--- config.mk ---
export PLATFORM = sky130hd
export DESIGN_NAME = alu_issue_stage
export DESIGN_NICKNAME = d
export VERILOG_FILES = /design/src/rtl/alu_issue_pkg.sv /design/src/rtl/alu_skid_buf.sv /design/src/rtl/alu_issue_stage.sv
export SDC_FILE = /design/constraint.sdc
export NUM_CORES = 1
export LEC_CHECK = 0
export BUFFER_PORTS_ARGS = -buffer_cell sky130_fd_sc_hd__buf_4
export CORE_MARGIN = 8
export CORE_UTILIZATION = 40
export DETAILED_ROUTE_END_ITERATION = 10
export PLACE_DENSITY = 0.64
export SYNTH_ARGS = -nofsm -noshare
export SYNTH_HDL_FRONTEND = slang
export SYNTH_SLANG_ARGS = --single-unit
--- constraint.sdc ---
create_clock -name clk -period 6.2 [get_ports clk]
set_input_delay 0.31 -clock clk [delete_from_list [all_inputs] [get_ports clk]]
set_output_delay 0.31 -clock clk [all_outputs]
set_load 0.02 [all_outputs]
--- src/rtl/alu_issue_pkg.sv ---
// alu_issue_pkg: ALU op codes, issue payload type and carry-writer classification
package alu_issue_pkg;
  localparam int kAluW = 9;
  localparam logic [2:0] kAdd       = 3'b000;
  localparam logic [2:0] kSub       = 3'b001;
  localparam logic [2:0] kAddC      = 3'b010;
  localparam logic [2:0] kAnd       = 3'b011;
  localparam logic [2:0] kOr        = 3'b100;
  localparam logic [2:0] kXor       = 3'b101;
  localparam logic [2:0] kIllegalOp = 3'b110;
  localparam logic [2:0] kPass      = 3'b111;
  typedef struct packed {
    logic [2:0]       op;
    logic [kAluW-1:0] a;
    logic [kAluW-1:0] b;
  } alu_issue_t;
  function automatic logic writes_carry(input logic [2:0] op);
    return (op == kAdd) || (op == kAddC) || (op == kSub);
  endfunction
endpackage

--- src/rtl/alu_skid_buf.sv ---
// alu_skid_buf: 2-entry in-order skid buffer with registered ready
module alu_skid_buf
  import alu_issue_pkg::*;
(
  input  logic       clk,
  input  logic       rst_n,
  input  logic       push,
  input  alu_issue_t pushData,
  input  logic       pop,
  output logic       headValid,
  output alu_issue_t head,
  output logic       inReady
);
  typedef enum logic [1:0] {sEmpty, sOne, sTwo} bufState_t;
  bufState_t  state, nextState;
  alu_issue_t tail;
  // occupancy transition; ready is derived from where we land
  always_comb
    nextState = (state == sEmpty) ? (push ? sOne : sEmpty) :
                (state == sOne)   ? ((push && !pop) ? sTwo : (pop && !push) ? sEmpty : sOne) :
                (pop ? sOne : sTwo);
  // occupancy, registered ready and the two payload slots
  always_ff @(posedge clk) begin
    if (!rst_n) begin
      state   <= sEmpty;
      inReady <= 1'b1;
      head    <= '0;
      tail    <= '0;
    end else begin
      state   <= nextState;
      inReady <= (nextState != sTwo);
      if (state == sTwo && pop) head <= tail;
      else if (push && (state == sEmpty || pop)) head <= pushData;
      if (push && state == sOne && !pop) tail <= pushData;
    end
  end
  assign headValid = (state != sEmpty);
endmodule

--- src/rtl/alu_issue_stage.sv ---
// alu_issue_stage: decode-to-ALU issue with carry-flag ownership; ALU_ISSUE_STATS_EN adds stat counters
module alu_issue_stage
  import alu_issue_pkg::*;
#(
  parameter int W            = kAluW,
  parameter int MAX_INFLIGHT = 2
) (
  input  logic         clk,
  input  logic         rst_n,
  input  logic         in_valid,
  output logic         in_ready,
  input  logic [2:0]   in_op,
  input  logic [W-1:0] in_a,
  input  logic [W-1:0] in_b,
  output logic         out_valid,
  input  logic         out_ready,
  output logic [2:0]   out_op,
  output logic [W-1:0] out_a,
  output logic [W-1:0] out_b,
  output logic         out_cin,
  input  logic         alu_cout_valid,
  input  logic         alu_cout,
  output logic         illegal_op,
  output logic         carry_err
`ifdef ALU_ISSUE_STATS_EN
  ,
  output logic [31:0]  stat_issued,
  output logic [31:0]  stat_stalls
`endif
);
  localparam int kPw = $clog2(MAX_INFLIGHT + 1);
  localparam logic [kPw-1:0] kMax = kPw'(MAX_INFLIGHT);
  localparam logic [kPw-1:0] kOne = kPw'(1);
  alu_issue_t    head;
  logic          headValid, accept, push, issue, issueWr;
  logic          pendNz, coutOk, fwd, hazard, full, blk;
  logic [kPw-1:0] pending;
  logic          carryQ;
  assign accept  = in_valid && in_ready;
  assign push    = accept && (in_op != kIllegalOp);
  alu_skid_buf u_buf (
    .clk      (clk),
    .rst_n    (rst_n),
    .push     (push),
    .pushData ('{op: in_op, a: in_a, b: in_b}),
    .pop      (issue),
    .headValid(headValid),
    .head     (head),
    .inReady  (in_ready)
  );
  assign pendNz  = (pending != '0);
  assign coutOk  = alu_cout_valid && pendNz;
  assign fwd     = (pending == kOne) && alu_cout_valid;
  assign hazard  = (head.op == kAddC) && pendNz && !fwd;
  assign full    = writes_carry(head.op) && (pending == kMax) && !alu_cout_valid;
  assign blk     = hazard || full;
  assign out_valid = headValid && !blk;
  assign issue   = out_valid && out_ready;
  assign issueWr = issue && writes_carry(head.op);
  assign out_op  = head.op;
  assign out_a   = head.a;
  assign out_b   = head.b;
  assign out_cin = fwd ? alu_cout : carryQ;
  // carry scoreboard, architectural carry and error pulses
  always_ff @(posedge clk) begin
    if (!rst_n) begin
      pending    <= '0;
      carryQ     <= 1'b0;
      illegal_op <= 1'b0;
      carry_err  <= 1'b0;
    end else begin
      pending    <= pending + kPw'(issueWr && !coutOk) - kPw'(coutOk && !issueWr);
      if (coutOk) carryQ <= alu_cout;
      illegal_op <= accept && (in_op == kIllegalOp);
      carry_err  <= alu_cout_valid && !pendNz;
    end
  end
`ifdef ALU_ISSUE_STATS_EN
  // issue and stall-cycle counters, free-running modulo 2^32
  always_ff @(posedge clk) begin
    if (!rst_n) begin
      stat_issued <= '0;
      stat_stalls <= '0;
    end else begin
      stat_issued <= stat_issued + 32'(issue);
      stat_stalls <= stat_stalls + 32'(headValid && blk);
    end
  end
`endif
endmodule

Word-level counts from Yosys, hierarchy flattened
Cells that the tools add are included.
{ "op_classes": {"add_sub_neg": 2, "n_eq_ne": 9, "mux": 9, "n_reduce_logical": 38} }
{ "ops": {"columns": ["op", "n"], "rows": [
  ["$mux 21", 2],
  ["$logic_and 1x1->1", 21],
  ["$logic_not 1->1", 8],
  ["$mux 2", 4],
  ["$reduce_bool 2->1", 3],
  ["$eq 2x1->1 const B", 2],
  ["$eq 2x2->1 const B", 2],
  ["$logic_or 1x1->1", 4],
  ["$eq 3x1->1 const B", 1],
  ["$eq 3x2->1 const B", 1],
  ["$eq 3x3->1 const B", 1],
  ["$logic_not 3->1", 1],
  ["$mux 1", 3],
  ["$ne 3x3->1 const B", 1],
  ["$add 2x1->2", 1],
  ["$logic_not 2->1", 1],
  ["$ne 2x2->1 const B", 1],
  ["$sub 2x1->2", 1]
]} }
{ "totals": {"ff_bits": 50, "inputBits": 27, "out_inout_bits": 26, "elab_cells": 70} }

Depth between registers and ports, before layout
{ "logic_depth": {"depth_word": 15, "depth_mapped": 11, "depth_no_buf": 11} }

Hierarchy
Synthesis repeated with hierarchy kept, for this count alone.
{ "hier_totals": {"hier_cells": 237, "hier_area_um2": 2283.4} }
{ "by_module_without_submodules": {"columns": ["mod", "instances", "cells_each", "area_per_inst_um2", "seq_area_each_um2"], "rows": [
  ["alu_skid_buf", 1, 206, 1979.4, 900.9],
  ["alu_issue_stage", 1, 31, 304.0, 100.1]
]} }

Worst setup path before layout
No wires, ideal clock.
{ "synth_path": {"path_kind": "reg2reg", "startpoint": "reg, netlist name u_buf.head[20]", "endpoint": "reg pending[1]", "setup_time_ps": 115, "arrival_ps": 2158, "required_ps": 6085, "path_slack_ps": 3927, "path_stages_with_launch": 12, "path_buffers": 0, "synth_period_minus_slack_ps": 2273, "cell_sequence": "dfxtp_1 > nor3b_2 > o21ai_2 > nand3_1 > or2_1 > a211o_1 > ha_1 > inv_1 > ha_1 > xnor2_1 > xnor2_1 > and2_1"} }
{ "synth_between": {"elab_chain_len": 13, "elab_cells_between_ends": 19, "classes_between": "add/sub: 2; eq/ne: 2; reduce/logical: 15"} }
{ "synth_rtl": {"columns": ["element", "line", "source"], "rows": [
  ["$eq 3x2->1 / $logic_not 3->1 (equally long branches)", "alu_issue_pkg.sv:18, alu_issue_stage.sv:54", null],
  ["$logic_or 1x1->1 (2 in a row)", "alu_issue_pkg.sv:18", "return (op == kAdd) || (op == kAddC) || (op == kSub);"],
  ["$logic_and 1x1->1 (2 in a row)", "alu_issue_stage.sv:55", "assign full = writes_carry(head.op) && (pending == kMax) && !alu_cout_valid;"],
  ["$logic_or 1x1->1", "alu_issue_stage.sv:56", "assign blk = hazard || full;"],
  ["$logic_not 1->1", "alu_issue_stage.sv:57", "assign out_valid = headValid && !blk;"],
  ["$logic_and 1x1->1", "alu_issue_stage.sv:57", null],
  ["$logic_and 1x1->1", "alu_issue_stage.sv:58", "assign issue = out_valid && out_ready;"],
  ["$logic_and 1x1->1 *", "alu_issue_stage.sv:59", "assign issueWr = issue && writes_carry(head.op);"],
  ["$logic_and 1x1->1 / $logic_not 1->1 (equally long branches)", "alu_issue_stage.sv:72", "pending <= pending + kPw'(issueWr && !coutOk) - kPw'(coutOk && !issueWr);"],
  ["$add 2x1->2 / $logic_and 1x1->1 (equally long branches)", "alu_issue_stage.sv:72", null],
  ["$sub 2x1->2 *", "alu_issue_stage.sv:72", null],
  ["end signal, assigned", "alu_issue_stage.sv:72", null],
  ["end, declared", "alu_issue_stage.sv:37", "logic [kPw-1:0] pending;"]
]} }
Mark *: on every way between the ends. The rest lies on a longest branch, timed or not.
A chain may end at the register's enable or synchronous reset.

Final worst setup path
{ "layout_path": {"startpoint": "reg pending[0]", "endpoint": "reg, netlist name u_buf.head[4]"} }
{ "layout_between": {"elab_chain_len": 11, "elab_cells_between_ends": 18, "classes_between": "eq/ne: 2; mux: 1; reduce/logical: 15"} }
{ "layout_rtl": {"columns": ["element", "line", "source"], "rows": [
  ["$eq 2x1->1", "alu_issue_stage.sv:53", "assign fwd = (pending == kOne) && alu_cout_valid;"],
  ["$logic_and 1x1->1", "alu_issue_stage.sv:53", null],
  ["$logic_not 1->1", "alu_issue_stage.sv:54", "assign hazard = (head.op == kAddC) && pendNz && !fwd;"],
  ["$logic_and 1x1->1", "alu_issue_stage.sv:54", null],
  ["$logic_or 1x1->1 *", "alu_issue_stage.sv:56", null],
  ["$logic_not 1->1 *", "alu_issue_stage.sv:57", null],
  ["$logic_and 1x1->1 *", "alu_issue_stage.sv:57", null],
  ["$logic_and 1x1->1 *", "alu_issue_stage.sv:58", null],
  ["$logic_or 1x1->1", "alu_skid_buf.sv:33", "else if (push && (state == sEmpty || pop)) head <= pushData;"],
  ["$logic_and 1x1->1", "alu_skid_buf.sv:33", null],
  ["$reduce_bool 2->1 (no line)", null, null]
]} }
Marks and branches as above.

==> run metrics <==
status=completed; hold crit path type=in2reg; crit-path max FO=22; Synth area leader=dfxtp_1; Synth area leaders=dfxtp_1 (45%), mux2i_1 (19%), o31ai_1 (7.0%), nor2b_1 (6.7%), a21oi_1 (5.1%); Placed Instance Area=around 2700 um^2; Critical Path AT=2.75 ns; area share of the largest cell type after synthesis=44.6%; CP startpoint kind=flip-flop; number of I/O port buffers=52; final-report hold violation count=0; synth warn=0; initial antenna violation count=0; first-pass GRT wire length=8480 um; GRT Resource Usage Total=12.3%; clock skew=0.00919 ns; Max-slew headroom=42.2%; Power Density=between 200 and 300 nW/um^2; IO Pins=53; TritonCTS clock tree=built; Die Height=90.9 um; CP top delay family=simple AND/OR/NAND/NOR gates; cell area after layout=2750 um^2; Area Overhead vs Synth=22.7%; CP required=6.34 ns; setup repair after global routing missed its margin=no; Avg Cell Area, Syn=10.3 um^2; PostCTS Resize Cnt=0; Worst Tran Pin Value=0.868 ns; total grt overflow=0; post-synthesis sequential area ratio=44.6%; drt total wl=a little over 5000 um; clk root buf=clkbuf_8; largest net degree at the start of global routing=51; Finish-stage setup viols=0; clock sinks=50; fin nets=about 300; Synth Instances=between 200 and 250; Row Count=27; Max clock buf depth=2; drt drc=0; initial core utilization=about two fifths; total power=0.770 mW; Buffers & Inverters on Critical Path=0; via count=1700; Leak Pwr=~1.2 nW; H-Tree Depth=2; average routed wire per standard cell=15.3 um; synthesized net count=~250; Synth Flop Type=dfxtp_1; Antenna Cells=0; peak supply drop=0.000133 V; critical-path cell list=nor2b_1 > o21ai_2 > and4_1 > or2_1 > a21oi_1; max-cap violations=0; setup_tns=0 ns; min cycle time layout=2.61 ns; Worst path max stage delay=0.82 ns; worst skew pair latency=0.29 ns; setup slack after layout=3.59 ns; post-DP HPWL=~3400 um; die area=around 8300 um^2; flops & latches, synth=50; TritonCTS Buffers=5; non-filler cells, final=336; Mapped Area=2240 um^2; pre-CTS worst setup slack=3.64 ns; vias in the first global route=approximately 1800; critical path's slowest cell=and4_1; share of flip-flops with an asynchronous set or reset=0%; Yosys cell types=34; Fmax=approximately 380 MHz; Slew Viols, Final=0; Cells after DPL=329; Iter 0 DRT Violations=70; vias per inst=~5.1; core area=5470 um^2; routability cong.=about 0.74; Post CTS Setup Buffer Count=0; number of synthesized flops with an enable pin=0; most frequent cell after synthesis=dfxtp_1; Worst-path clk slew=0.09 ns; CTS Hold Bufs=0; DRT antenna net count=0; Final Cycle Share=42.1%; Commonest cells post-synth=dfxtp_1 (50), mux2i_1 (43), nor2b_1 (24); DRT Pass-1 Iters=4; share of cells above drive strength 1=about a quarter; chip width=90.9 um; CP Capture Type=flip-flop; Setup CP Type=reg2reg
-- report_power, final --
group          switching [mW]  internal (mW)  total [mW]
Combinational           0.112         0.0963       0.208
Sequential             0.0288          0.356       0.385
Clock                  0.0990         0.0779       0.177
Total                   0.240          0.530       0.770
-- layout make-up --
type | count | area (um^2)
Fill cell | 543 | 2720
Multi-Input combinational cell | 150 | 1160
Sequential cell | 50 | 1000
Timing Repair Buffer | 55 | 413
Tap cell | 72 | 90.1
Clock buffer | 7 | 76.3
Inverter | 2 | 7.51
-- cell usage in the layout, fill, tap and decap left out, types with 3 or more instances in the layout --
master and count:
a21oi_1 23, nor2b_1 24, clkbuf_8 5, dfxtp_1 50, ha_1 3, o31ai_1 21, nor2_1 4, mux2i_1 43
buf_4 55, nand3b_1 3, nand3_1 3
-- through the flow --
| stage | hold WS, ns | util (%) |
|---|---|---|
| 2_1_floorplan | 0.452 | - |
| 3_3_place_gp | 0.478 | 48.9 |
| 6_report | 0.275 | 50.3 |
| 5_1_grt | 0.270 | 50.3 |
| 3_5_place_dp | 0.485 | 48.9 |
| 4_1_cts | 0.272 | 50.3 |
-- routing by layer --
| metal | wire [um] | global-route usage (%) | vias up |
|---|---|---|---|
| li1 | - | - | 877 |
| met1 | 2460 | 15.2 | 782 |
| met2 | 2330 | 19.9 | 36 |
| met3 | 295 | 4.32 | 5 |
| met4 | 42 | 2.86 | 0 |
| met5 | 0 | 0 | - |
-- final timing paths --
check,depth (start not counted),slack (ns),start,endpoint
setup / recovery,5,3.59,pending[0]$_SDFF_PN0_,u_buf.head[4]$_SDFFE_PN0P_
hold / removal,3,0.27,in_valid,illegal_op$_SDFF_PN0_
setup reg to reg,5,3.59,pending[0]$_SDFF_PN0_,u_buf.head[4]$_SDFFE_PN0P_
hold reg to reg,2,0.49,u_buf.inReady$_SDFF_PN1_,illegal_op$_SDFF_PN0_
-- sequential cells by signal, indices dropped and copies added, names as in the netlist --
| name | cells |
|---|---|
| illegal_op | 1 |
| carry_err | 1 |
| pending | 2 |
| u_buf.tail | 21 |
| u_buf.head | 21 |
| u_buf.inReady | 1 |
| u_buf.state | 2 |
| carryQ | 1 |
-- cells by family after synthesis --
family / share of synthesized area [%]
compound gates: 15.4
simple gates: 14.1
flops: 44.6
mux: 19.7
buf+inv: 3.74
fa+ha+maj: 1.67
xor+xnor: 0.781
-- worst reg2reg max path: stages, from the launching register on --
cell and delay [ns]:
dfxtp_1 0.36, nor2b_1 0.15, o21ai_2 0.24, and4_1 0.82
or2_1 0.74, a21oi_1 0.15
No activity file was read; power rests on OpenSTA's default activity.
